<file path="config.mk">
export PLATFORM = sky130hd
export DESIGN_NAME = reg_access_ctrl
export DESIGN_NICKNAME = d
export VERILOG_FILES = /design/src/rtl/reg_access_ctrl.sv
export SDC_FILE = /design/constraint.sdc
export NUM_CORES = 1
export LEC_CHECK = 0
export ABC_AREA = 0
export BUFFER_PORTS_ARGS = -buffer_cell sky130_fd_sc_hd__buf_4
export CAP_MARGIN = 20
export CORE_AREA = 2 2 144 146
export DETAILED_ROUTE_END_ITERATION = 6
export DIE_AREA = 0 0 146 148
export SLEW_MARGIN = 20
export SYNTH_ARGS = -nofsm -noshare
export SYNTH_HDL_FRONTEND = slang
export SYNTH_SLANG_ARGS = --single-unit
</file>
<file path="constraint.sdc">
create_clock -name CLOCK -period 2.43 [get_ports CLOCK]
set_input_delay 0 -clock CLOCK [delete_from_list [all_inputs] [get_ports CLOCK]]
set_output_delay 0 -clock CLOCK [all_outputs]
set_load 0.005 [all_outputs]
</file>
<file path="src/rtl/reg_access_ctrl.sv">
`default_nettype none
// ============================================================================
// Module   : reg_access_ctrl
// Purpose  : Avalon-MM slave bridging single-word accesses onto a bank of
//            shadow registers (one-hot select, held read strobe, write pulse).
// Revision : 1.0
// ============================================================================
module reg_access_ctrl #(
  parameter int P_WIDTH        = 32,
  parameter int P_NUM_REGS     = 8,
  parameter int P_ADDR_WIDTH   = 3,
  parameter int P_READ_LATENCY = 2
) (
  input  logic                          CLOCK,
  input  logic                          RESET,
  input  logic [P_ADDR_WIDTH-1:0]       AVMM_ADDRESS,
  input  logic                          AVMM_READ,
  input  logic                          AVMM_WRITE,
  input  logic [P_WIDTH-1:0]            AVMM_WRITEDATA,
  output logic                          AVMM_WAITREQUEST,
  output logic [P_WIDTH-1:0]            AVMM_READDATA,
  output logic                          AVMM_READDATAVALID,
  output logic [P_NUM_REGS-1:0]         REG_SELECT,
  output logic                          REG_READ,
  output logic                          REG_WRITE,
  output logic [P_WIDTH-1:0]            REG_WRDATA,
  input  logic [P_NUM_REGS*P_WIDTH-1:0] REG_RDDATA
);

  localparam logic [3:0] c_LAT_LOAD = 4'(P_READ_LATENCY - 1);

  typedef enum logic [1:0] {
    S_IDLE    = 2'd0,
    S_RD_HOLD = 2'd1,
    S_RD_DONE = 2'd2,
    S_WR      = 2'd3
  } state_t;

  state_t                    state_q, state_d;
  logic [3:0]                cnt_q, cnt_d;
  logic [P_ADDR_WIDTH-1:0]   addr_q, addr_d;
  logic [P_NUM_REGS-1:0]     sel_q, sel_d;
  logic                      rd_q, rd_d;
  logic                      wr_q, wr_d;
  logic [P_WIDTH-1:0]        wrdata_q, wrdata_d;
  logic [P_WIDTH-1:0]        rdata_q, rdata_d;
  logic                      rvalid_q, rvalid_d;
  logic                      wait_q, wait_d;

  logic [P_NUM_REGS-1:0]     cmd_sel;
  logic [P_WIDTH-1:0]        rd_slice;

  // Out-of-range addresses decode to an all-zero select.
  function automatic logic [P_NUM_REGS-1:0] decode(input logic [P_ADDR_WIDTH-1:0] addr);
    logic [P_NUM_REGS-1:0] oh;
    oh = '0;
    for (int n = 0; n < P_NUM_REGS; n++) begin
      oh[n] = (addr == P_ADDR_WIDTH'(n));
    end
    return oh;
  endfunction

  assign cmd_sel = decode(AVMM_ADDRESS);

  always_comb begin
    rd_slice = '0;
    for (int n = 0; n < P_NUM_REGS; n++) begin
      if (addr_q == P_ADDR_WIDTH'(n)) begin
        rd_slice = REG_RDDATA[n*P_WIDTH +: P_WIDTH];
      end
    end
  end

  always_comb begin
    state_d  = state_q;
    cnt_d    = cnt_q;
    addr_d   = addr_q;
    sel_d    = sel_q;
    rd_d     = rd_q;
    wr_d     = 1'b0;
    wrdata_d = wrdata_q;
    rdata_d  = rdata_q;
    rvalid_d = 1'b0;

    unique case (state_q)
      S_IDLE: begin
        // A read wins over a simultaneous write; the write is dropped.
        if (!wait_q && AVMM_READ) begin
          state_d = S_RD_HOLD;
          addr_d  = AVMM_ADDRESS;
          cnt_d   = c_LAT_LOAD;
          sel_d   = cmd_sel;
          rd_d    = 1'b1;
        end else if (!wait_q && AVMM_WRITE) begin
          state_d  = S_WR;
          addr_d   = AVMM_ADDRESS;
          sel_d    = cmd_sel;
          wr_d     = |cmd_sel;
          wrdata_d = AVMM_WRITEDATA;
        end
      end
      S_RD_HOLD: begin
        if (cnt_q == 4'd0) begin
          state_d  = S_RD_DONE;
          rdata_d  = rd_slice;
          rvalid_d = 1'b1;
          sel_d    = '0;
          rd_d     = 1'b0;
        end else begin
          cnt_d = cnt_q - 4'd1;
        end
      end
      S_RD_DONE: begin
        state_d = S_IDLE;
      end
      S_WR: begin
        state_d = S_IDLE;
        sel_d   = '0;
      end
      default: begin
        state_d = S_IDLE;
        sel_d   = '0;
        rd_d    = 1'b0;
      end
    endcase

    wait_d = (state_d != S_IDLE);
  end

  always_ff @(posedge CLOCK) begin
    if (RESET) begin
      state_q  <= S_IDLE;
      cnt_q    <= 4'd0;
      addr_q   <= '0;
      sel_q    <= '0;
      rd_q     <= 1'b0;
      wr_q     <= 1'b0;
      wrdata_q <= '0;
      rdata_q  <= '0;
      rvalid_q <= 1'b0;
      wait_q   <= 1'b1;
    end else begin
      state_q  <= state_d;
      cnt_q    <= cnt_d;
      addr_q   <= addr_d;
      sel_q    <= sel_d;
      rd_q     <= rd_d;
      wr_q     <= wr_d;
      wrdata_q <= wrdata_d;
      rdata_q  <= rdata_d;
      rvalid_q <= rvalid_d;
      wait_q   <= wait_d;
    end
  end

  assign AVMM_WAITREQUEST   = wait_q;
  assign AVMM_READDATA      = rdata_q;
  assign AVMM_READDATAVALID = rvalid_q;
  assign REG_SELECT         = sel_q;
  assign REG_READ           = rd_q;
  assign REG_WRITE          = wr_q;
  assign REG_WRDATA         = wrdata_q;

endmodule
`default_nettype wire

</file>
# After elaboration in Yosys (flattened, before gate mapping)

Index checks and enable logic that the tools add are counted.

Bits in registers: 85

Add/subtract/negate cells: 1
Equality and inequality tests: 21
Muxes and demuxes: 25
Bitwise operators: 4
Reduce and logical (&&, ||, !) cells: 21

Operators with widths:

| cell                                                                   | count |
|---|---|
| 32-bit 2-to-1 mux                                                      | 8 |
| 3-bit equality test (second input constant)                            | 8 |
| 8-bit 2-to-1 mux                                                       | 3 |
| 8-bit case mux with 3 select lines                                     | 1 |
| 3-bit by 2-bit equality test with 1-bit output (second input constant) | 4 |
| 3-bit AND reduction                                                    | 4 |
| 4-bit 2-to-1 mux                                                       | 2 |
| 4-bit case mux with 2 select lines                                     | 1 |
| 8-bit OR reduction                                                     | 1 |
| 3-bit by 1-bit equality test with 1-bit output (second input constant) | 2 |
| 3-bit logical NOT                                                      | 2 |
| 2-bit 2-to-1 mux                                                       | 3 |
| 3-bit 2-to-1 mux                                                       | 2 |
| 2-bit inequality test (second input constant)                          | 3 |
| 2-bit case mux with 3 select lines                                     | 1 |
| 2-bit nonzero test                                                     | 3 |
| 2-bit equality test (second input constant)                            | 2 |
| 4-bit logical NOT                                                      | 1 |
| 1-bit inverter                                                         | 4 |
| 2-bit AND reduction                                                    | 2 |
| 2-bit OR reduction                                                     | 2 |
| 4-bit OR reduction                                                     | 1 |
| 4-bit by 1-bit subtractor with 4-bit output (second input constant)    | 1 |
| 1-bit 2-to-1 mux                                                       | 3 |
| 7 further kinds                                                        | 8 |

# Logic depth before layout (Yosys ltp)

Gate-level depths: netlist (run 1).

Depth in word-level cells: 9
Mapped depth: 8
Depth with buffers taken out: 6

# Least setup slack after synthesis (run 1)

No wires, ideal clock.

Path type: flip-flop to flip-flop
Start: register cnt_q[0]
End: register rdata_q[31] (netlist: AVMM_READDATA[31])
Arrival: 1.798 ns
Path slack: 0.572 ns
Cell stages (with the launch flop): 9
Buffers on the path: 2
Clock period less this slack: 1.858 ns
Path through: dfxtp_1 > inv_1 > ha_1 > or3b_1 > buf_2 > or3_1 > buf_6 > a311oi_2 > a32o_2

Word-level cells in the longest chain between the ends: 2

Ends and longest elaborated chain:

| what                          | line | text |
|---|---|---|
| start: declaration            | 40   | `logic [3:0] cnt_q, cnt_d;` |
| start signal: assignment      | 144  | `cnt_q <= cnt_d;` |
| 4-bit logical NOT             | 103  | `if (cnt_q == 4'd0) begin` |
| 2-bit AND reduction (no line) | -    |  |
| end signal: assignment        | 150  | `rdata_q <= rdata_d;` |
| end: declaration              | 46   | `logic [P_WIDTH-1:0] rdata_q, rdata_d;` |

No other way between the ends.
A chain may end at the register's enable or synchronous reset.

# Worst setup path after layout (run 1)

Ends and elaborated chain as after synthesis.

==> results of run 1 <==
[power groups by stage]
stage               registers [W]  clock network [W]  logic [W]
detailed placement        0.00164                  0    0.00133
global route              0.00163            0.00169    0.00149
global placement          0.00164                  0    0.00133
finish                    0.00161            0.00159    0.00137
floorplan                 0.00158                  0   0.000698
CTS                       0.00161            0.00163    0.00139
[metrics by stage]
stage	cell area [µm²]	setup WS, ns
after floorplan	5075	0.5724
after global placement	8135	0.4551
after detailed placement	8135	0.3846
after CTS	8859	0.3755
after global routing	8859	0.2513
final	8859	0.3648
[logic make-up (layout without fill, tap and decap cells)]
logic type / Yosys count / count (layout) / synth area share [%]
compound gates: 121 / 121 / 15.53
xor+xnor: 2 / 2 / 0.3452
fa+ha+maj: 2 / 2 / 0.4930
buf+inv: 54 / 441 / 4.709
flops: 85 / 85 / 33.53
mux: 104 / 104 / 30.60
simple gates: 158 / 158 / 14.79
[worst min path at each step]
stage	from	to	slack, ns	cells past startpoint
2_1_floorplan	AVMM_WRITEDATA[0]	REG_WRDATA[0]$_SDFFE_PP0P_	0.14	2
3_3_place_gp	AVMM_WRITEDATA[28]	REG_WRDATA[28]$_SDFFE_PP0P_	0.25	3
3_5_place_dp	AVMM_WRITEDATA[16]	REG_WRDATA[16]$_SDFFE_PP0P_	0.25	3
4_1_cts	AVMM_READ	state_q[1]$_SDFF_PP0_	0.008	3
5_1_grt	REG_RDDATA[239]	AVMM_READDATA[15]$_SDFFE_PP0P_	0.03	3
6_report	AVMM_READ	state_q[1]$_SDFF_PP0_	0.02	3
[layer usage]
layer / part of all wire [%] / GRT usage, % / vias to the layer above / routed length, µm
li1: - / - / 2728 / -
met1: 42 / 23.42 / 2546 / 8700
met2: 48 / 31.20 / 233 / 9905
met3: 7.1 / 4.198 / 31 / 1445
met4: 2.1 / 6.068 / 0 / 428
met5: 0 / 0 / - / 0
[critical path: cells and delay by family (launching register included)]
| family | cells | cell delay [ns] |
|---|---|---|
| AO/OA/AOI/OAI | 2 | 0.40 |
| buffers and inverters | 1 | 0.09 |
| AND/OR/NAND/NOR | 2 | 1.01 |
| flip-flops | 1 | 0.34 |
| adder cells (fa/ha/maj) | 1 | 0.18 |
[sequential cells by signal, summed over array words and instances (netlist names)]
name	cells
REG_READ	1
addr_q	3
AVMM_READDATA	32
REG_WRDATA	32
cnt_q	4
REG_SELECT	8
state_q	2
AVMM_READDATAVALID	1
REG_WRITE	1
AVMM_WAITREQUEST	1
[placed cells by master, fill, tap and decap left out, types with 2 or more instances in the layout]
| cell type | synthesis | routed |
|---|---|---|
| buf_4 | 3 | 378 |
| dfxtp_1 | 85 | 82 |
| nand2_1 | 73 | 73 |
| mux2i_1 | 55 | 55 |
| a21oi_1 | 46 | 46 |
| mux4_2 | 40 | 40 |
| dlygate4sd3_1 | 0 | 38 |
| nor2_1 | 36 | 36 |
| a211oi_1 | 21 | 21 |
| o21ai_0 | 16 | 16 |
| nor3_1 | 10 | 10 |
| a22oi_1 | 10 | 10 |
| mux2_2 | 9 | 9 |
| clkbuf_16 | 0 | 9 |
| nand3b_1 | 7 | 7 |
| a32o_1 | 6 | 6 |
| o21bai_1 | 6 | 6 |
| buf_12 | 0 | 5 |
| or4b_2 | 4 | 4 |
| and2_1 | 4 | 4 |
| nand3_1 | 4 | 4 |
| o211ai_1 | 4 | 4 |
| a221oi_1 | 4 | 4 |
| inv_1 | 3 | 3 |
| nand2b_1 | 3 | 3 |
| nor2b_1 | 3 | 3 |
| nand4b_1 | 3 | 3 |
| xor2_1 | 2 | 2 |
| nor3b_1 | 2 | 2 |
| ha_1 | 2 | 2 |
| dfxtp_4 | 0 | 2 |
| bufinv_16 | 0 | 2 |
| inv_8 | 0 | 2 |
| clkbuf_8 | 0 | 2 |
[cell type report]
type | instances | area, µm² | area share (%)
timing repair buffer | 421 | 3318 | 37.46
multi-input combinational | 387 | 3134 | 35.38
sequential | 85 | 1710 | 19.31
tap | 270 | 337.8 | 3.814
clock buffer | 11 | 252.7 | 2.853
clock inverter | 5 | 90.09 | 1.017
inverter | 4 | 15.01 | 0.1695
[what timing repair did]
| action | CTS | global route |
|---|---|---|
| setup endpoints to repair | 0 | 0 |
| hold endpoints to repair | 44 | 0 |
| hold buffers | 38 | 0 |
==> results.md, run 1 <==
* Status: complete, no violations
* Reg2reg end: AVMM_READDATA[31]$_SDFFE_PP0P_
* #FFs+latches synth at 85
* Pin count of the biggest net entering global routing at 55
* TNS Setup at 0 ns
* Worst Setup EP: AVMM_READDATA[31]$_SDFFE_PP0P_
* Crit path DAT at ~2.4 ns
* WL final at 20,480 µm
* Setup CP Type: register to register
* CTS sink count at between 80 and 90
* Die width at 146 µm
* Initial antenna violation count at 0
* Max frequency at 0.4842 GHz
* Worst Setup Start Kind: register
* FFs w/ async S/R, synth at 0%
* Total grt overflow at 0
* Layout cell share with drive strength beyond 1 at 50.38%
* CP endpoint kind: register
* VDD IR max at ~260 µV
* Count of input and output buffers at between 300 and 400
* Sw frac at 27.77%
* Core box area at between 0.02 and 0.025 mm²
* Post-synth EDFFs at 0
* Worst-margin pin slew at 0.7428 ns
* Layout area overhead at 74.56%
* GRT Util Overall at between 10% and 20%
* Critical path cell sequence: inv_1 -> ha_1 -> or3b_1 -> or3_1 -> a311oi_2 -> a32o_2
* R2R Path Start: cnt_q[0]$_SDFFE_PP0P_
* Pint at about 0.0033 W
* Dominant synthesized flop cell: dfxtp_1
* Die Area at around 0.022 mm²
* DR DRC count at 0
* Synth Net Count at slightly above 800
* Vias/cell at between 4 and 5
* Post-route insts no fill at ~1,200
* Synth top area cells: dfxtp_1, mux4_2, mux2i_1
* DP Cell Count at approximately 1,100
* Clock-pin slew on the worst setup and hold paths at roughly 0.070 ns
* # fillers at around 2,000
* Average wire per standard cell at 17.31 µm
* Finished Core Util at 44.21%
* CTS tree: yes
* CP Max Fanout at 9
* Clk_lat worst skew at around 0.34 ns
* Netlist cell types at between 40 and 50
* FF-to-FF path depth at 6
* Antenna Violating Nets Remaining at 0
* Total CTS buffers at 9
* N_diodes at 0
* Tmin final at ~2.1 ns
* Logic pwr share at around 30%
* Final Skew at between 0.01 and 0.015 ns
* Boundary Pins at approximately 370
* Yosys warning count at 0
* Fin Hold WS at approximately 0.022 ns
* DR vias at 5,538
* P_leak at approximately 3.7 nW
* R2r setup slk at around 0.36 ns
* Global-route wire length before repair at 31,400 µm
* Most instantiated library cell after synthesis: dfxtp_1
* Hold Fails Final Rpt at 0
* Post-synth top area share at between 30% and 40%
* CP startpoint: cnt_q[0]$_SDFFE_PP0P_
* Critical-path top delay cell: or3_1
* Cell Area, Synth at 0.005075 mm²
* Post-synth top cells: dfxtp_1, nand2_1, mux2i_1, a21oi_1, mux4_2
* Gp weighted congestion at a little over 0.8
* Chip height at around 150 µm
* Initial Util at 25.32%
* Number of setup buffers added after CTS at 0
* PwrDens at slightly above 500 mW/mm²
* Max_cap viols at 0
* Final setup vio count at 0
* Max Slew Vio Count at 0
* Mean Syn Cell Area at ~9.6 µm²
* Root Driver: clkbuf_16
* Tot Pwr at between 0.004 and 0.005 W
* Gate Count Post-Synth at around 530
* Detailed placement HPWL at around 16,000 µm
* Reg power frac at roughly a third
* H-tree levels at 3
* Sequential-to-total area share from yosys stat at 33.53%
* Initial DRC count at ~210
* Row count at 52
* DRT Pass-1 Iters at 4
* PostCTS Resize Cnt at 0
* Worst Path Required at 2.71 ns
* Switching power of the nets at 0.001270 W
* Number of global-route vias before repair at ~5,600
* Setup repair after global routing missed its margin: false
* Clock power frac at around a third
* Slew HR at 50.48%
* Nets at approximately 1,200
* Synth area leader: dfxtp_1
* Worst hold path type: input port to register
* Final period utilization at around 85%
* CTS max path bufs at 2
* Max stage delay on crit path at 0.52 ns
(Power assumes the default switching activity.)
==> run 2: changes to the inputs <==
- CORE_AREA: 2 2 144 146 -> 2 2 143 145
- DIE_AREA: 0 0 146 148 -> 0 0 145 147
- clock period: 2.43 -> 1.9 ns (I/O delays scaled with it)
==> run 2 against run 1 <==
Design area rose by 2.2%. Critical path depth rose by 3. Total power rose by 23%. Critical endpoint is now AVMM_READDATA[4]$_SDFFE_PP0P_. Maximum frequency rose by 13%. Die area fell by 1.4%. Global-route usage barely moved. Clock power rose by 7%. Count of clock-buffer cells in the layout rose by 1. Critical path type unchanged. Non-clock buffer count rose by 13. Highest routed layer unchanged. Worst setup slack got worse by 0.29 ns. Flip-flop and latch count did not move. Sequential share of layout area fell by 0.39 points.
==> results.md, run 2 (synthesized netlist as in run 1, its figures left out) <==
* Status: complete, no violations
* CP Max Fanout at 6
* Hold Fails Final Rpt at 0
* DR DRC count at 0
* Global-route wire length before repair at 31,290 µm
* PnR worst setup slack at roughly 0.077 ns
* R2R Path Start: cnt_q[1]$_SDFFE_PP0P_
* Max Slew Vio Count at 0
* Highest metal used: met4
* CTS tree: yes
* Met2 routed WL at between 9000 and 10,000 µm
* VDD IR max at ~320 µV
* WL met3 at roughly 1500 µm
* Worst hold path type: input port to register
* Max frequency at ~0.55 GHz
* DR vias at 5,633
* Critical path cell sequence: inv_2 -> ha_4 -> or3b_4 -> buf_4 -> nor2_4 -> buf_12 -> clkbuf_16 -> nor2_1 -> a211oi_1
* Commonest cells after routing, fill and taps aside: buf_4, dfxtp_1, nand2_1
* Final instance area at roughly 0.0090 mm²
* Pint at 0.004036 W
* Clock power frac at around 30%
* Final Skew at around 0.011 ns
* Final setup vio count at 0
* CP endpoint kind: register
* Die Area at 0.02132 mm²
* Slew HR at a little over half
* Wl on met1 at around 8700 µm
* Layout area overhead at 78.33%
* Root Driver: clkbuf_16
* Post-DP Area at between 0.008 and 0.009 mm²
* Vias/cell at 4.710
* Largest delay contributor family on the critical path: buffers and inverters
* N_diodes at 0
* Max_cap viols at 0
* GRT Util Overall at 18.49%
* Total grt overflow at 0
* Tot Pwr at approximately 0.0056 W
* # fillers at 1,966
* Boundary Pins at between 300 and 400
* Gp weighted congestion at between 0.8 and 0.9
* Chip height at between 100 and 150 µm
* Max stage delay on crit path at approximately 0.38 ns
* Hold Crit Start: REG_RDDATA[239]
* CTS max path bufs at 2
* FF-to-FF path depth at 9
* Row count at 52
* Seq. cell area at between 0.0015 and 0.002 mm²
* Pre-CTS setup slack at between 0.02 and 0.03 ns
* Setup CP Type: register to register
* Footprint of the multi-input gates at ~0.0032 mm²
* Sw frac at between 20% and 30%
* PwrDens at a little over 600 mW/mm²
* WP depth at 9
* Logic pwr share at approximately a third
* R2r setup slk at 0.08 ns
* Worst-margin pin slew at 0.6864 ns
* Number of global-route vias before repair at roughly 5,700
* H-tree levels at 3
* Count of input and output buffers at between 300 and 400
* Crit path DAT at about 2.1 ns
* Average wire per standard cell at between 15 and 20 µm
* Tmin final at between 1.5 and 2 ns
* Core box area at 0.01984 mm²
* Die width at ~150 µm
* Switching power of the nets at between 0.0015 and 0.002 W
* Initial antenna violation count at 0
* Reg2reg end: AVMM_READDATA[4]$_SDFFE_PP0P_
* Nets at 1,218
* P_leak at around 3.8 nW
* Critical-path top delay cell: or3b_4
* Final period utilization at between 90% and 100%
* Layout cell share with drive strength beyond 1 at 51.94%
* Commonest non-fill, non-tap cell in the layout: buf_4
* Worst hold path depth at 3
* Antenna Violating Nets Remaining at 0
* WL final at 20,610 µm
* Post-route insts no fill at around 1,200
* Clock-pin slew on the worst setup and hold paths at about 0.070 ns
* Hold EP: AVMM_READDATA[15]$_SDFFE_PP0P_
* Total CTS buffers at 9
* Initial Util at 25.57%
* CP bufs+invs at 4
* Detailed placement HPWL at roughly 16,000 µm
* Worst Path Required at ~2.2 ns
* CTS sink count at between 80 and 90
* Initial DRC count at 221
* Pin count of the biggest net entering global routing at between 40 and 50
* Clk_lat worst skew at between 0.3 and 0.4 ns
* Worst Setup Start Kind: register
* DRT Pass-1 Iters at 4
* Reg power frac at 35.8%
* DP Cell Count at ~1,100
==> run 2: through the flow <==
step	hold slack (ns)	util, %	setup TNS, ns
global route	0.02597	45.61	-0.005794
floorplan	0.1360	-	0
detailed placement	0.2584	41.55	0
global placement	0.2473	41.55	0
finish	0.01549	45.61	0
CTS	0.0002324	44.87	0
==> run 2: power groups by stage <==
stage	clock [W]	sequential, W	combinational (W)
global route	0.00181	0.00204	0.00210
floorplan	0	0.00202	0.000892
global placement	0	0.00205	0.00177
detailed placement	0	0.00206	0.00179
finish	0.00170	0.00202	0.00193
CTS	0.00176	0.00202	0.00185
==> run 2: area by class of cell <==
| type | count | area share, % |
|---|---|---|
| multi-input combinational | 387 | 34.96 |
| inverter | 4 | 0.1659 |
| clock buffer | 12 | 2.834 |
| sequential | 85 | 18.91 |
| clock inverter | 4 | 0.3595 |
| timing repair buffer | 434 | 39.03 |
| tap | 270 | 3.733 |
==> run 2: timing repair <==
| action | CTS | global route |
|---|---|---|
| hold endpoints to repair | 39 | 0 |
| hold buffers | 37 | 0 |
| buffers inserted | 0 | 2 |
| endpoints found under the setup margin | 0 | 28 |
| gates resized for setup | 0 | 9 |
==> run 2: tightest hold or removal path: stages <==
cell      delay (ns)
buf_4           0.08
a221oi_1        0.08
nor3_1          0.15
==> run 2: worst max path at each step <==
stage | startpoint | endpoint
6_report | cnt_q[1]$_SDFFE_PP0P_ | AVMM_READDATA[4]$_SDFFE_PP0P_
5_1_grt | cnt_q[1]$_SDFFE_PP0P_ | AVMM_READDATA[1]$_SDFFE_PP0P_
4_1_cts | cnt_q[0]$_SDFFE_PP0P_ | AVMM_READDATA[23]$_SDFFE_PP0P_
3_5_place_dp | cnt_q[0]$_SDFFE_PP0P_ | AVMM_READDATA[22]$_SDFFE_PP0P_
3_3_place_gp | cnt_q[0]$_SDFFE_PP0P_ | AVMM_READDATA[23]$_SDFFE_PP0P_
2_1_floorplan | cnt_q[0]$_SDFFE_PP0P_ | AVMM_READDATA[31]$_SDFFE_PP0P_
==> run 2: layer usage <==
| layer | vias up | global-route usage (%) |
|---|---|---|
| met5 | - | 0 |
| met4 | 0 | 6.782 |
| met3 | 28 | 4.783 |
| met2 | 240 | 31.29 |
| met1 | 2606 | 22.77 |
| li1 | 2759 | - |
